$ cat config.mk
export PLATFORM = sky130hd
export DESIGN_NAME = bin_threshold_engine
export DESIGN_NICKNAME = d
export VERILOG_FILES = /design/src/rtl/bin_threshold_engine_pkg.sv /design/src/rtl/bin_mean_acc.sv /design/src/rtl/bin_threshold_engine.sv
export SDC_FILE = /design/constraint.sdc
export NUM_CORES = 1
export LEC_CHECK = 0
export ABC_AREA = 1
export BUFFER_PORTS_ARGS = -buffer_cell sky130_fd_sc_hd__buf_4
export CORE_MARGIN = 2
export CORE_UTILIZATION = 30
export DETAILED_ROUTE_END_ITERATION = 7
export HOLD_SLACK_MARGIN = 0.05
export PLACE_DENSITY_LB_ADDON = 0.12
export SETUP_SLACK_MARGIN = 0.1
export SYNTH_ARGS = -nofsm -noshare
export SYNTH_HDL_FRONTEND = slang
export SYNTH_SLANG_ARGS = --single-unit
$ cat constraint.sdc
create_clock -name clk -period 1.85 [get_ports clk]
set_input_delay 0 -clock clk [delete_from_list [all_inputs] [get_ports clk]]
set_output_delay 0 -clock clk [all_outputs]
set_load 0.005 [all_outputs]
$ cat src/rtl/bin_threshold_engine_pkg.sv
// Shared definitions for the binarization engine: FSM encoding, default
// geometry and the bit positions inside the mode word.
package bin_threshold_engine_pkg;

  localparam int BYTE_WIDTH_DEF  = 8;
  localparam int ADDR_WIDTH_DEF  = 20;
  localparam int HEADER_SIZE_DEF = 54;

  localparam int MODE_INV_BIT  = 0;
  localparam int MODE_MEAN_BIT = 1;

  typedef enum logic [2:0] {
    IDLE      = 3'd0,
    MEAN      = 3'd1,
    MEAN_LAST = 3'd2,
    RD        = 3'd3,
    CMP       = 3'd4,
    WR        = 3'd5,
    DONE      = 3'd6
  } state_e;

endpackage

$ cat src/rtl/bin_mean_acc.sv
// Running sum of sampled gray bytes; mean_o is the sum divided by the pixel
// count (truncating). Wide enough that a full image cannot overflow it.
module bin_mean_acc #(
  parameter int BYTE_WIDTH  = 8,
  parameter int LOG2_PIXELS = 18
) (
  input  logic                  clk,
  input  logic                  rst_n,
  input  logic                  clr_i,
  input  logic                  add_i,
  input  logic [BYTE_WIDTH-1:0] din_i,
  output logic [BYTE_WIDTH-1:0] mean_o
);

  localparam int SUM_W = BYTE_WIDTH + LOG2_PIXELS;

  logic [SUM_W-1:0] sum_q, sum_d;

  always_comb begin
    sum_d = sum_q;
    if (clr_i)      sum_d = '0;
    else if (add_i) sum_d = sum_q + SUM_W'(din_i);
  end

  always_ff @(posedge clk or negedge rst_n) begin
    if (!rst_n) sum_q <= '0;
    else        sum_q <= sum_d;
  end

  assign mean_o = sum_q[SUM_W-1:LOG2_PIXELS];

endmodule

$ cat src/rtl/bin_threshold_engine.sv
// In-place BMP binarization over a shared synchronous RAM.
// Define BIN_MEAN_EN to include the mean-threshold pre-pass (mode bit 1).
module bin_threshold_engine
  import bin_threshold_engine_pkg::*;
#(
  parameter int BYTE_WIDTH  = BYTE_WIDTH_DEF,
  parameter int ADDR_WIDTH  = ADDR_WIDTH_DEF,
  parameter int HEADER_SIZE = HEADER_SIZE_DEF,
  parameter int PIXEL_BYTES = 3,
  parameter int LOG2_PIXELS = 18
) (
  input  logic                  clk,
  input  logic                  rst_n,
  input  logic                  in_valid,
  input  logic                  gray_done,
  input  logic [1:0]            mode,
  input  logic [BYTE_WIDTH-1:0] thr,
  input  logic [BYTE_WIDTH-1:0] RAM_out,
  output logic                  RAM_ren,
  output logic                  RAM_wen,
  output logic [BYTE_WIDTH-1:0] RAM_in,
  output logic [ADDR_WIDTH-1:0] RAM_addr,
  output logic                  done
);

  localparam int                  BC_W      = $clog2(PIXEL_BYTES) + 1;
  localparam logic [BC_W-1:0]     LAST_BYTE = BC_W'(PIXEL_BYTES - 1);
  localparam logic [ADDR_WIDTH-1:0] PIX_BASE = ADDR_WIDTH'(HEADER_SIZE);
  localparam logic [ADDR_WIDTH-1:0] PIX_STEP = ADDR_WIDTH'(PIXEL_BYTES);

  state_e                  state_q, state_d;
  logic [LOG2_PIXELS-1:0]  pix_q, pix_d;
  logic [BC_W-1:0]         byte_q, byte_d;
  logic [ADDR_WIDTH-1:0]   base_q, base_d;
  logic [BYTE_WIDTH-1:0]   thr_q, thr_d;
  logic [BYTE_WIDTH-1:0]   res_q, res_d;
  logic                    inv_q, inv_d;
  logic                    done_q, done_d;
  logic [BYTE_WIDTH-1:0]   thr_eff;

`ifdef BIN_MEAN_EN
  logic                  mean_sel_q, mean_sel_d;
  logic                  acc_clr, acc_add;
  logic [BYTE_WIDTH-1:0] acc_mean;

  bin_mean_acc #(
    .BYTE_WIDTH  (BYTE_WIDTH),
    .LOG2_PIXELS (LOG2_PIXELS)
  ) u_mean_acc (
    .clk    (clk),
    .rst_n  (rst_n),
    .clr_i  (acc_clr),
    .add_i  (acc_add),
    .din_i  (RAM_out),
    .mean_o (acc_mean)
  );

  // The sum is final by the first CMP, so the mean can be muxed in live.
  assign thr_eff = mean_sel_q ? acc_mean : thr_q;

  always_ff @(posedge clk or negedge rst_n) begin
    if (!rst_n) mean_sel_q <= 1'b0;
    else        mean_sel_q <= mean_sel_d;
  end
`else
  logic unused_mode;
  assign unused_mode = mode[MODE_MEAN_BIT];
  assign thr_eff     = thr_q;
`endif

  always_comb begin
    // NOTE: every combinational output gets a default first so no path
    // through the case statement can leave a latch behind.
    state_d  = state_q;
    pix_d    = pix_q;
    byte_d   = byte_q;
    base_d   = base_q;
    thr_d    = thr_q;
    res_d    = res_q;
    inv_d    = inv_q;
    done_d   = done_q;
    RAM_ren  = 1'b0;
    RAM_wen  = 1'b0;
    RAM_in   = '0;
    RAM_addr = '0;
`ifdef BIN_MEAN_EN
    mean_sel_d = mean_sel_q;
    acc_clr    = 1'b0;
    acc_add    = 1'b0;
`endif

    unique case (state_q)
      IDLE: begin
        done_d = 1'b0;
        if (in_valid && gray_done) begin
          thr_d  = thr;
          inv_d  = mode[MODE_INV_BIT];
          pix_d  = '0;
          byte_d = '0;
          base_d = PIX_BASE;
`ifdef BIN_MEAN_EN
          mean_sel_d = mode[MODE_MEAN_BIT];
          acc_clr    = 1'b1;
          state_d    = mode[MODE_MEAN_BIT] ? MEAN : RD;
`else
          state_d    = RD;
`endif
        end
      end
`ifdef BIN_MEAN_EN
      MEAN: begin
        RAM_ren  = 1'b1;
        RAM_addr = base_q;
        acc_add  = (pix_q != '0);  // first read has no data back yet
        base_d   = base_q + PIX_STEP;
        pix_d    = pix_q + LOG2_PIXELS'(1);
        if (pix_q == '1) state_d = MEAN_LAST;
      end
      MEAN_LAST: begin
        acc_add = 1'b1;
        base_d  = PIX_BASE;
        state_d = RD;
      end
`endif
      RD: begin
        RAM_ren  = 1'b1;
        RAM_addr = base_q;
        state_d  = CMP;
      end
      CMP: begin
        res_d   = {BYTE_WIDTH{RAM_out >= thr_eff}} ^ {BYTE_WIDTH{inv_q}};
        byte_d  = '0;
        state_d = WR;
      end
      WR: begin
        RAM_wen  = 1'b1;
        RAM_addr = base_q + ADDR_WIDTH'(byte_q);
        RAM_in   = res_q;
        if (byte_q == LAST_BYTE) begin
          byte_d  = '0;
          base_d  = base_q + PIX_STEP;
          pix_d   = pix_q + LOG2_PIXELS'(1);
          state_d = (pix_q == '1) ? DONE : RD;
        end else begin
          byte_d = byte_q + BC_W'(1);
        end
      end
      DONE: begin
        // done is shown for at least one cycle even if in_valid already fell.
        if (done_q && !in_valid) begin
          done_d  = 1'b0;
          state_d = IDLE;
        end else begin
          done_d = 1'b1;
        end
      end
      default: state_d = IDLE;
    endcase
  end

  always_ff @(posedge clk or negedge rst_n) begin
    // NOTE: state registers use non-blocking assignments so every flop
    // samples the pre-edge value of its neighbours.
    if (!rst_n) begin
      state_q <= IDLE;
      pix_q   <= '0;
      byte_q  <= '0;
      base_q  <= '0;
      thr_q   <= '0;
      res_q   <= '0;
      inv_q   <= 1'b0;
      done_q  <= 1'b0;
    end else begin
      state_q <= state_d;
      pix_q   <= pix_d;
      byte_q  <= byte_d;
      base_q  <= base_d;
      thr_q   <= thr_d;
      res_q   <= res_d;
      inv_q   <= inv_d;
      done_q  <= done_d;
    end
  end

  assign done = done_q;

endmodule

==> impl_metrics.tcl <==
set metrics [dict create \
    drt-wirelength-per-cell_um 14.3 \
    grt_start_max_net_pins 56 \
    num_rows 42 \
    grt_pass1_vias 4043 \
    drt.antenna.violating_nets 0 \
    hold_slack_ns 0.0876 \
    viasPerCell 4.91 \
    worst_slack_ns -0.408 \
    r2r_cells 9 \
    io_pins 53 \
    dpl.hpwl_mm 8.36 \
    power_leakage_nw 2.59 \
    place_inst 832 \
    clk_pin_slew_ns 0.07 \
    fp.coreArea_sq_um 13100 \
    end_kind "output port" \
    worstPathRequired_ns 1.85 \
    antenna_cells 0 \
    areaGrowthSynthToFinish_pct 41.9 \
    syn-cell-area_sq_um 3990 \
    fin_cells 875 \
    cts.sinks 55 \
    grt_pass1_wl_mm 19.5 \
    antenna_found_initial 0 \
    die_h_um 119 \
    violations "negative setup slack" \
    layout.nets 735 \
    cts_buffers 5 \
    r2r-start "byte_q[2]" \
    crit_start "byte_q[0]" \
    layout_min_cycle_time_ns 2.26 \
    drc_errors 0 \
    grt.overflow.total 0 \
    drive_gt1_share_pct 28.5 \
    start_util_pct 30.5 \
    syn_inst 598 \
    syn_nets 634 \
    maxCapViolCount 0 \
    r2r_end "pix_q[5]" \
    slew_violations 0 \
    top_layer "met4" \
    cts_tree "done" \
    slew-limit-headroom_pct 47.3 \
    wl_met3_um 381 \
    fin_skew_ns 0.0105 \
    critPathMaxFanout 5 \
    hold_path.class "in -> reg" \
    grt_usage_pct 17.1 \
    ff2ff_setup_slack_ns 0.10 \
    cp_data_arrival_time_ns 2.26 \
    firstDrtPassIters 4 \
    crit_end "RAM_addr[10]" \
    cts-htree-levels 2 \
    cts_buffer_depth 2 \
    gp_congestion 0.891 \
    drtIter0Drc 190 \
    vias 4295 \
    powerDensity_nw_per_um2 1200 \
    ys_seq_area_share_pct 34.5 \
    outcome "finished, violations left" \
    drt-met1-wl_mm 5.64 \
    nFillCells 1339 \
    period_share_pct 122 \
    ir_worst_vdd_mv 0.420 \
    avgSynthCellArea_sq_um 6.67 \
    setup_violations 14 \
    die_area_sq_um 14200 \
    clk_latency_ns 0.31 \
    yosysWarnings 0 \
    rsz0062_at_grt "true" \
    port_buffers 51 \
    routed_wl_mm 12.5 \
    hold_violations 0 \
    cts-root-buf "clkbuf_16" \
    p_total_mw 6.81 \
    dpl_worst_slack_ns -0.154 \
    worst_pin_slew_ns 0.791 \
    met2_length_mm 6.19 \
    ys_types 32 \
    fmax_mhz 443 \
    setup_tns_ns -3.26 \
    cp-start-kind "flop" \
    worstSetupPathType "reg -> out" \
    ys_seq_elements 55 \
    die_width_um 119 \
]
==> power breakdown <==
group / internal [mW] / switching (mW) / leakage (nW)
combinational: 1.89 / 2.12 / 1.78
sequential: 1.47 / 0.210 / 0.724
clock: 0.635 / 0.491 / 0.0769
total: 3.99 / 2.82 / 2.59
==> placed cells by master (no fill, tap or decap), types with 3 or more instances in the layout <==
cell | netlist | routed
nand2_1 | 159 | 141
buf_4 | 8 | 78
inv_1 | 81 | 77
dfrtp_1 | 55 | 52
nor2_1 | 55 | 47
nand3_1 | 52 | 45
nand4_1 | 37 | 37
o21ai_0 | 58 | 33
o21ai_1 | 8 | 20
buf_6 | 3 | 16
nand2_2 | 2 | 15
o21ai_2 | 0 | 13
ha_1 | 13 | 10
clkbuf_16 | 0 | 10
dlygate4sd3_1 | 0 | 10
inv_2 | 7 | 9
nor2_2 | 4 | 9
nor3_1 | 9 | 8
a21oi_1 | 10 | 6
nand2_4 | 0 | 5
nand3_2 | 0 | 5
o22ai_1 | 5 | 5
or2_2 | 5 | 5
buf_12 | 0 | 5
a21oi_4 | 1 | 3
nor2_4 | 0 | 3
xor2_1 | 3 | 3
a21oi_2 | 1 | 3
dfrtp_2 | 0 | 3
==> worst min path at each step <==
stage                     startpoint         end  cells past startpoint
after floorplan                rst_n   base_q[0]                      0
after global placement         rst_n  base_q[19]                      1
after detailed placement       rst_n  base_q[19]                      1
after CTS                   in_valid  state_q[1]                      5
after global routing        in_valid        done                      5
final                       in_valid  state_q[1]                      5
==> metal layers <==
layer	vias to the layer above	GRT usage, %
met5	-	0
met4	0	6.69
met3	18	2.39
met2	79	29.7
met1	2041	21.6
li1	2157	-
==> kinds of logic after synthesis <==
group	Yosys count	synth area share, %
AOI/OAI and AO/OA	89	12.1
xor gates and xnor gates	5	1.10
adders and majority gates	14	4.58
buffers and inverters	110	12.0
DFF	55	34.5
and+or+nand+nor	325	35.8
==> through the flow <==
step / cell area [sq um] / utilization, %
global placement: 4720 / 36.1
finish: 5660 / 43.2
detailed placement: 4720 / 36.1
CTS: 5210 / 39.8
floorplan: 4010 / -
global route: 5660 / 43.2
==> cells in the mapped netlist <==
| master | n | area (sq um) |
|---|---|---|
| nor2_1 | 55 | 206 |
| a21oi_4 | 1 | 16.3 |
| o21ai_1 | 8 | 40.0 |
| a21oi_1 | 10 | 50.1 |
| buf_4 | 8 | 60.1 |
| a22o_1 | 1 | 8.76 |
| a22oi_1 | 2 | 15.0 |
| a21oi_2 | 1 | 8.76 |
| o31ai_1 | 1 | 7.51 |
| clkbuf_1 | 2 | 7.51 |
| xnor2_1 | 2 | 17.5 |
| fa_1 | 1 | 20.0 |
| nor3_2 | 1 | 10.0 |
| o21ai_0 | 58 | 290 |
| dfrtp_1 | 55 | 1380 |
| o211ai_1 | 1 | 7.51 |
| xor2_1 | 3 | 26.3 |
| or2_2 | 5 | 31.3 |
| nand4_1 | 37 | 231 |
| nor3_1 | 9 | 45.0 |
| inv_1 | 81 | 304 |
| a31oi_1 | 1 | 6.26 |
| buf_2 | 9 | 45.0 |
| nor2_2 | 4 | 25.0 |
| nor3b_1 | 1 | 7.51 |
| nand3_1 | 52 | 260 |
| nand2_1 | 159 | 597 |
| ha_1 | 13 | 163 |
| inv_2 | 7 | 26.3 |
| nand2_2 | 2 | 12.5 |
| o22ai_1 | 5 | 31.3 |
| buf_6 | 3 | 33.8 |
==> worst max-delay path: stages (launching register included) <==
cell     delay, ns
dfrtp_1       0.35
ha_2          0.18
inv_2         0.04
fa_2          0.32
inv_2         0.08
nand2_4       0.05
a21oi_4       0.25
nand2_1       0.16
nor3_1        0.15
o21ai_0       0.09
nand2_1       0.10
inv_1         0.04
buf_4         0.12
==> what timing repair did <==
| item | in CTS | in global routing |
|---|---|---|
| hold buffers | 10 | 0 |
| setup buffers | 10 | 11 |
| resized for setup | 41 | 77 |
| pin swaps | 8 | 20 |
| hold endpoints to repair | 64 | 0 |
| endpoints found under the setup margin | 24 | 59 |
| cloned | 1 | 6 |
==> sequential cells by signal, summed over array words and instances (netlist names) <==
signal   flops
base_q      20
res_q        1
state_q      3
done         1
pix_q       18
thr_eff      8
inv_q        1
byte_q       3
==> layout make-up <==
type                       count  area, sq um  share of cell area (%)
timing repair buffer         115         1120                    19.8
clock buffer                   6          129                    2.28
multi-input combinational    433         2440                    43.1
clock inverter                 1         30.0                   0.531
timing repair inverter         1         7.51                   0.133
inverter                      88          337                    5.95
tap                          176          220                    3.89
sequential                    55         1380                    24.4
Power figures use the tool's default switching activity.
